`src/rtl/imc_wb_master.sv`:
```
// imc_wb_master: Wishbone classic-cycle initiator that turns a local command
// (start address, word count, direction) plus data streams into single-beat
// Wishbone transactions at incrementing word addresses. It loads the IMC
// buffers and drains the output buffer of the SRAM compute wrapper.
//
// Ports:
//   clk, reset_n            clock, asynchronous active-low reset
//   cmd_*                   command handshake (valid/ready, write, addr, len)
//   wr_data/valid/ready     write-data stream into the initiator
//   rd_data/valid/ready     read-data stream out of the initiator
//   wbm_*                   Wishbone classic initiator port
//   busy, done, err         status; done/err are one-cycle pulses
module imc_wb_master #(
  parameter int LEN_W   = 8,
  parameter int TIMEOUT = 255
) (
  input  logic             clk,
  input  logic             reset_n,
  input  logic             cmd_valid,
  output logic             cmd_ready,
  input  logic             cmd_write,
  input  logic [31:0]      cmd_addr,
  input  logic [LEN_W-1:0] cmd_len,
  input  logic [31:0]      wr_data,
  input  logic             wr_valid,
  output logic             wr_ready,
  output logic [31:0]      rd_data,
  output logic             rd_valid,
  input  logic             rd_ready,
  output logic             wbm_cyc_o,
  output logic             wbm_stb_o,
  output logic             wbm_we_o,
  output logic [3:0]       wbm_sel_o,
  output logic [31:0]      wbm_adr_o,
  output logic [31:0]      wbm_dat_o,
  input  logic [31:0]      wbm_dat_i,
  input  logic             wbm_ack_i,
  output logic             busy,
  output logic             done,
  output logic             err
);

  typedef enum logic [2:0] {
    S_IDLE, S_WDATA, S_REQ, S_RHOLD, S_FIN, S_ABORT
  } state_e;

  state_e           state_q;
  logic [LEN_W-1:0] cnt_q;
  logic [15:0]      to_q;
  logic             wr_mode_q;
  logic             cmd_ready_q, wr_ready_q, rd_valid_q;
  logic             cyc_q, stb_q, we_q, done_q, err_q;
  logic [31:0]      adr_q, dat_q, rd_data_q;

  logic [31:0]      adr_d;
  logic [LEN_W-1:0] cnt_d;
  logic             last_d;

  // Word-address increment wraps naturally at the 32-bit boundary.
  assign adr_d  = adr_q + 32'd4;
  assign cnt_d  = cnt_q - LEN_W'(1);
  assign last_d = (cnt_q == LEN_W'(1));

  // Byte-offset bits of the start address are deliberately discarded.
  logic unused_addr_lsb;
  assign unused_addr_lsb = ^cmd_addr[1:0];

  always_ff @(posedge clk or negedge reset_n) begin
    if (!reset_n) begin
      state_q     <= S_IDLE;
      cnt_q       <= '0;
      to_q        <= '0;
      wr_mode_q   <= 1'b0;
      cmd_ready_q <= 1'b1;
      wr_ready_q  <= 1'b0;
      rd_valid_q  <= 1'b0;
      cyc_q       <= 1'b0;
      stb_q       <= 1'b0;
      we_q        <= 1'b0;
      done_q      <= 1'b0;
      err_q       <= 1'b0;
      adr_q       <= '0;
      dat_q       <= '0;
      rd_data_q   <= '0;
    end else begin
      done_q <= 1'b0;
      err_q  <= 1'b0;
      case (state_q)
        S_IDLE: begin
          // Ready re-asserts one cycle after returning here, so it never
          // overlaps the done/err pulse of the previous command.
          cmd_ready_q <= 1'b1;
          if (cmd_valid && cmd_ready_q) begin
            cmd_ready_q <= 1'b0;
            wr_mode_q   <= cmd_write;
            adr_q       <= {cmd_addr[31:2], 2'b00};
            cnt_q       <= cmd_len;
            if (cmd_len == '0) begin
              state_q <= S_ABORT;
            end else if (cmd_write) begin
              state_q    <= S_WDATA;
              cyc_q      <= 1'b1;
              wr_ready_q <= 1'b1;
            end else begin
              state_q <= S_REQ;
              cyc_q   <= 1'b1;
              stb_q   <= 1'b1;
              we_q    <= 1'b0;
              to_q    <= '0;
            end
          end
        end
        S_WDATA: begin
          if (wr_valid) begin
            dat_q      <= wr_data;
            wr_ready_q <= 1'b0;
            stb_q      <= 1'b1;
            we_q       <= 1'b1;
            to_q       <= '0;
            state_q    <= S_REQ;
          end
        end
        S_REQ: begin
          // stb is always high here, so ack is only honoured while strobing.
          // Ack is checked before the timeout so a last-cycle ack succeeds.
          if (wbm_ack_i) begin
            stb_q <= 1'b0;
            if (wr_mode_q) begin
              cnt_q <= cnt_d;
              if (last_d) begin
                cyc_q   <= 1'b0;
                we_q    <= 1'b0;
                state_q <= S_FIN;
              end else begin
                adr_q      <= adr_d;
                wr_ready_q <= 1'b1;
                state_q    <= S_WDATA;
              end
            end else begin
              rd_data_q  <= wbm_dat_i;
              rd_valid_q <= 1'b1;
              state_q    <= S_RHOLD;
            end
          end else if (to_q == 16'(TIMEOUT - 1)) begin
            stb_q   <= 1'b0;
            cyc_q   <= 1'b0;
            we_q    <= 1'b0;
            state_q <= S_ABORT;
          end else begin
            to_q <= to_q + 16'd1;
          end
        end
        S_RHOLD: begin
          if (rd_ready) begin
            rd_valid_q <= 1'b0;
            cnt_q      <= cnt_d;
            if (last_d) begin
              cyc_q   <= 1'b0;
              state_q <= S_FIN;
            end else begin
              adr_q   <= adr_d;
              stb_q   <= 1'b1;
              to_q    <= '0;
              state_q <= S_REQ;
            end
          end
        end
        S_FIN: begin
          done_q  <= 1'b1;
          state_q <= S_IDLE;
        end
        S_ABORT: begin
          err_q      <= 1'b1;
          cyc_q      <= 1'b0;
          stb_q      <= 1'b0;
          we_q       <= 1'b0;
          rd_valid_q <= 1'b0;
          wr_ready_q <= 1'b0;
          state_q    <= S_IDLE;
        end
        default: state_q <= S_IDLE;
      endcase
    end
  end

  assign cmd_ready = cmd_ready_q;
  assign wr_ready  = wr_ready_q;
  assign rd_data   = rd_data_q;
  assign rd_valid  = rd_valid_q;
  assign wbm_cyc_o = cyc_q;
  assign wbm_stb_o = stb_q;
  assign wbm_we_o  = we_q;
  assign wbm_sel_o = 4'hF;
  assign wbm_adr_o = adr_q;
  assign wbm_dat_o = dat_q;
  assign busy      = (state_q != S_IDLE);
  assign done      = done_q;
  assign err       = err_q;

endmodule

```
`config.mk`:
```
export PLATFORM = sky130hd
export DESIGN_NAME = imc_wb_master
export DESIGN_NICKNAME = d
export VERILOG_FILES = /design/src/rtl/imc_wb_master.sv
export SDC_FILE = /design/constraint.sdc
export NUM_CORES = 1
export LEC_CHECK = 0
export ABC_CLOCK_PERIOD_IN_PS = 2500
export CAP_MARGIN = 20
export CORE_ASPECT_RATIO = 1.1
export CORE_MARGIN = 2
export CORE_UTILIZATION = 47
export DETAILED_ROUTE_END_ITERATION = 16
export GPL_ROUTABILITY_DRIVEN = 0
export HOLD_SLACK_MARGIN = 0.15
export PLACE_DENSITY = 0.88
export SLEW_MARGIN = 20
export SYNTH_ARGS = -nofsm -noshare
export SYNTH_HDL_FRONTEND = slang
export SYNTH_SLANG_ARGS = --single-unit
```
`constraint.sdc`:
```
create_clock -name clk -period 2.5 [get_ports clk]
set_clock_uncertainty 0.1 [all_clocks]
set_input_delay 0.5 -clock clk [delete_from_list [all_inputs] [get_ports clk]]
set_output_delay 0.5 -clock clk [all_outputs]
set_load 0.01 [all_outputs]
```
==> flow_summary_export.csv <==
group,metric,value,unit
setup_path,path_cells,"nor3_2 -> inv_1 -> clkdlybuf4s50_1",
drt,drc,0,
drt,routed_via_density,5.75,
floorplanning,chipWidth,118,um
synthesis,synth_edf_count,0,
sta,rsz0062_at_grt,"no",
pwr,seq_power_share,32.4,%
final_layout,nNetsFinal,1001,
pwr,p_int,7.70,mW
clock_network,clk_path_buf_depth,2,
clock_network,clk_pin_slew,0.06,ns
pwr,p_sw_share,38.0,%
placement,port_buffers,211,
drt,drt-initial-drc-count,516,
clock_network,clockRootBuffer,"clkbuf_16",
drt,dr.pass1.iters,5,
clock_network,cts_sinks,130,
sta,fin_ws,0.0844,ns
synthesis,synth_cells,657,
final_layout,regArea,3260,um2
floorplanning,num_rows,45,
setup_path,worst-setup-path-type,"flip-flop to output port",
sta,holdWs,0.401,ns
clock_network,cts_buffers,17,
setup_path,path_buf_inv,2,
final_layout,syn2layout_area_growth,45.8,%
synthesis,synth-main-ff-cell,"dfrtp_1",
floorplanning,die_h,129,um
synthesis,yosysTopAreaCell,"dfrtp_1",
sta,fin_tns_setup,0,ns
drt,wl_per_cell,18.4,um
sta,fmax,414,MHz
global_routing,gr-usage-all-layers,26.2,%
setup_path,critical_path.top_delay_family,"buffers and inverters",
placement,dp_slack,-0.103,ns
floorplanning,core_area,13900,um2
synthesis,netlist_area,6690,um2
synthesis,yosysTopAreaCellShare,48.2,%
synthesis,synth_most_common_cell,"dfrtp_1",
sta,timing.final.setup_violations,0,
floorplanning,initial_utilization,48.3,%
final_layout,antennaDiodeCount,0,
global_routing,grt_pass1_wl,31600,um
setup_path,arrival,1.82,ns
setup_path,crit_path_top_delay_cell,"dfrtp_2",
final_layout,fillerInstances,1035,
global_routing,grt_pass1_vias,6095,
run,cap_violations,0,
pwr,p_per_area,1270,nW/um2
synthesis,synth_commonest_cells,"129 x dfrtp_1, 66 x mux2_2, 56 x nand2_1",
drt,vias,6234,
final_layout,utilization,70.5,%
pwr,ir_worst_vdd,0.000717,V
pwr,power_switching,4.72,mW
synthesis,synth.distinct_cells,72,
sta,min_period,2.42,ns
setup_path,endpoint_kind,"output port",
setup_path,critPathMaxFanout,15,
pwr,clkPwrFrac,18.1,%
floorplanning,die_area,15200,um2
pwr,power_frac_comb,49.4,%
floorplanning,io_pins,220,
final_layout,drive_gt1_share,17.7,%
synthesis,synthArstFlopShare,100,%
synthesis,ys_seq_elements,130,
setup_path,required,1.90,ns
clock_network,cts_tree,"done",
min_path,hp-class,"flip-flop to flip-flop",
drt,drtAntennaViolNets,0,
synthesis,synth_warnings,0,
clock_network,clock_latency,0.41,ns
global_routing,grt_max_degree,55,
clock_network,htree_num_levels,4,
setup_path,crit_path_start_kind,"flip-flop",
placement,dp_cells,1053,
global_routing,antenna_found_initial,0,
placement,dp_hpwl,14300,um
global_routing,overflow,0,
outcome,status,"complete, no violations",
synthesis,syn_avg_cell_area,10.2,um2
sta,post-route-period-util,96.6,%
synthesis,synthTopCellsByArea,"dfrtp_1 48%, mux2_2 11%, a21oi_1 4.0%",
final_layout,stdcell_count,1085,
synthesis,synth-seq-area-share,48.6,%
drt,drt-total-wl,20000,um
pwr,p_leak,3.95,nW
sta,finalMaxSlewViolations,0,
sta,hold_viol,0,
setup_path,critPathMaxStageDelay,0.51,ns
final_layout,multi_input_area,3170,um2
## flip-flops by register name, summed over array words and instances, names as in the netlist, 3 cells and up
| register | cells |
|---|---|
| rd_data | 32 |
| wbm_dat_o | 32 |
| wbm_adr_o | 30 |
| to_q | 16 |
| cnt_q | 8 |
| state_q | 3 |
## area by class of cell
| type | instances | area share, % |
|---|---|---|
| sequential | 130 | 33.4 |
| multi-input combinational | 469 | 32.4 |
| timing repair buffer | 255 | 25.8 |
| clock buffer | 20 | 4.68 |
| tap | 188 | 2.41 |
| clock inverter | 11 | 0.833 |
| inverter | 12 | 0.462 |
## path summary, 6_finish.rpt
check                                       start                   endpoint  slack [ns]  cells after the start
setup / recovery           state_q[0]$_DFFE_PN0P_                       busy        0.08                      3
hold / removal               wr_ready$_DFFE_PN0P_       wr_ready$_DFFE_PN0P_        0.40                      1
setup reg to reg             cnt_q[2]$_DFFE_PN0P_  wbm_adr_o[13]$_DFFE_PN0P_        0.14                      6
hold reg to reg              wr_ready$_DFFE_PN0P_       wr_ready$_DFFE_PN0P_        0.40                      1
max in group asynchronous                 reset_n  wbm_dat_o[22]$_DFFE_PN0P_        1.21                      3
min in group asynchronous                 reset_n      wbm_cyc_o$_DFFE_PN0P_        0.47                      2
## logic make-up after synthesis
| family | after synthesis | synth area share, % |
|---|---|---|
| buf+inv | 62 | 4.45 |
| other cells | 2 | 0.112 |
| compound gates | 178 | 17.8 |
| simple gates | 212 | 16.6 |
| flops | 130 | 48.6 |
| fa+ha+maj | 5 | 0.935 |
| mux | 68 | 11.4 |
## cell usage in the layout, fill, tap and decap left out, drive strengths merged, types with 12 or more instances in the layout
cell	n
nor2	41
dfrtp	129
a31oi	14
clkbuf	20
nand2	56
o22ai	12
o21ai	32
buf	44
mux2	66
inv	14
nand3	28
clkdlybuf4s50	210
nor3	20
a21oi	54
nand4	17
## worst register-to-register path: stages (launching register included)
cell	delay, ns
dfrtp_1	0.42
or4_4	0.58
or3_4	0.43
o21ai_4	0.21
buf_4	0.25
a21oi_1	0.07
o22a_1	0.19
## timing repair
action / CTS / global route
buffers inserted: 0 / 0
gates cloned: 0 / 0
endpoints found under the hold margin: 26 / 0
endpoints found under the setup margin: 1 / 1
gates resized for setup: 1 / 2
hold buffers: 1 / 0
## power groups by stage
stage | Combinational, mW | Clock [mW] | Sequential, mW
floorplan | 2.95 | 0 | 4.16
global placement | 5.94 | 0 | 3.93
detailed placement | 6.10 | 0 | 4.00
CTS | 6.15 | 2.29 | 4.01
global route | 6.62 | 2.38 | 4.16
finish | 6.14 | 2.25 | 4.03
## layer usage
layer	track usage [%]	vias to the layer above	routed length (um)
li1	-	2905	-
met1	31.0	2982	7670
met2	46.5	306	10300
met3	6.12	41	1460
met4	10.3	0	525
met5	0	-	0
## metrics by stage
stage                     area [um2]  total power, mW
final                           9760             12.4
after global routing            9760             13.2
after CTS                       9750             12.4
after detailed placement        9200             10.1
after global placement          9200             9.87
after floorplan                 6710             7.11
Note: power is estimated with default switching activity, not from simulation.
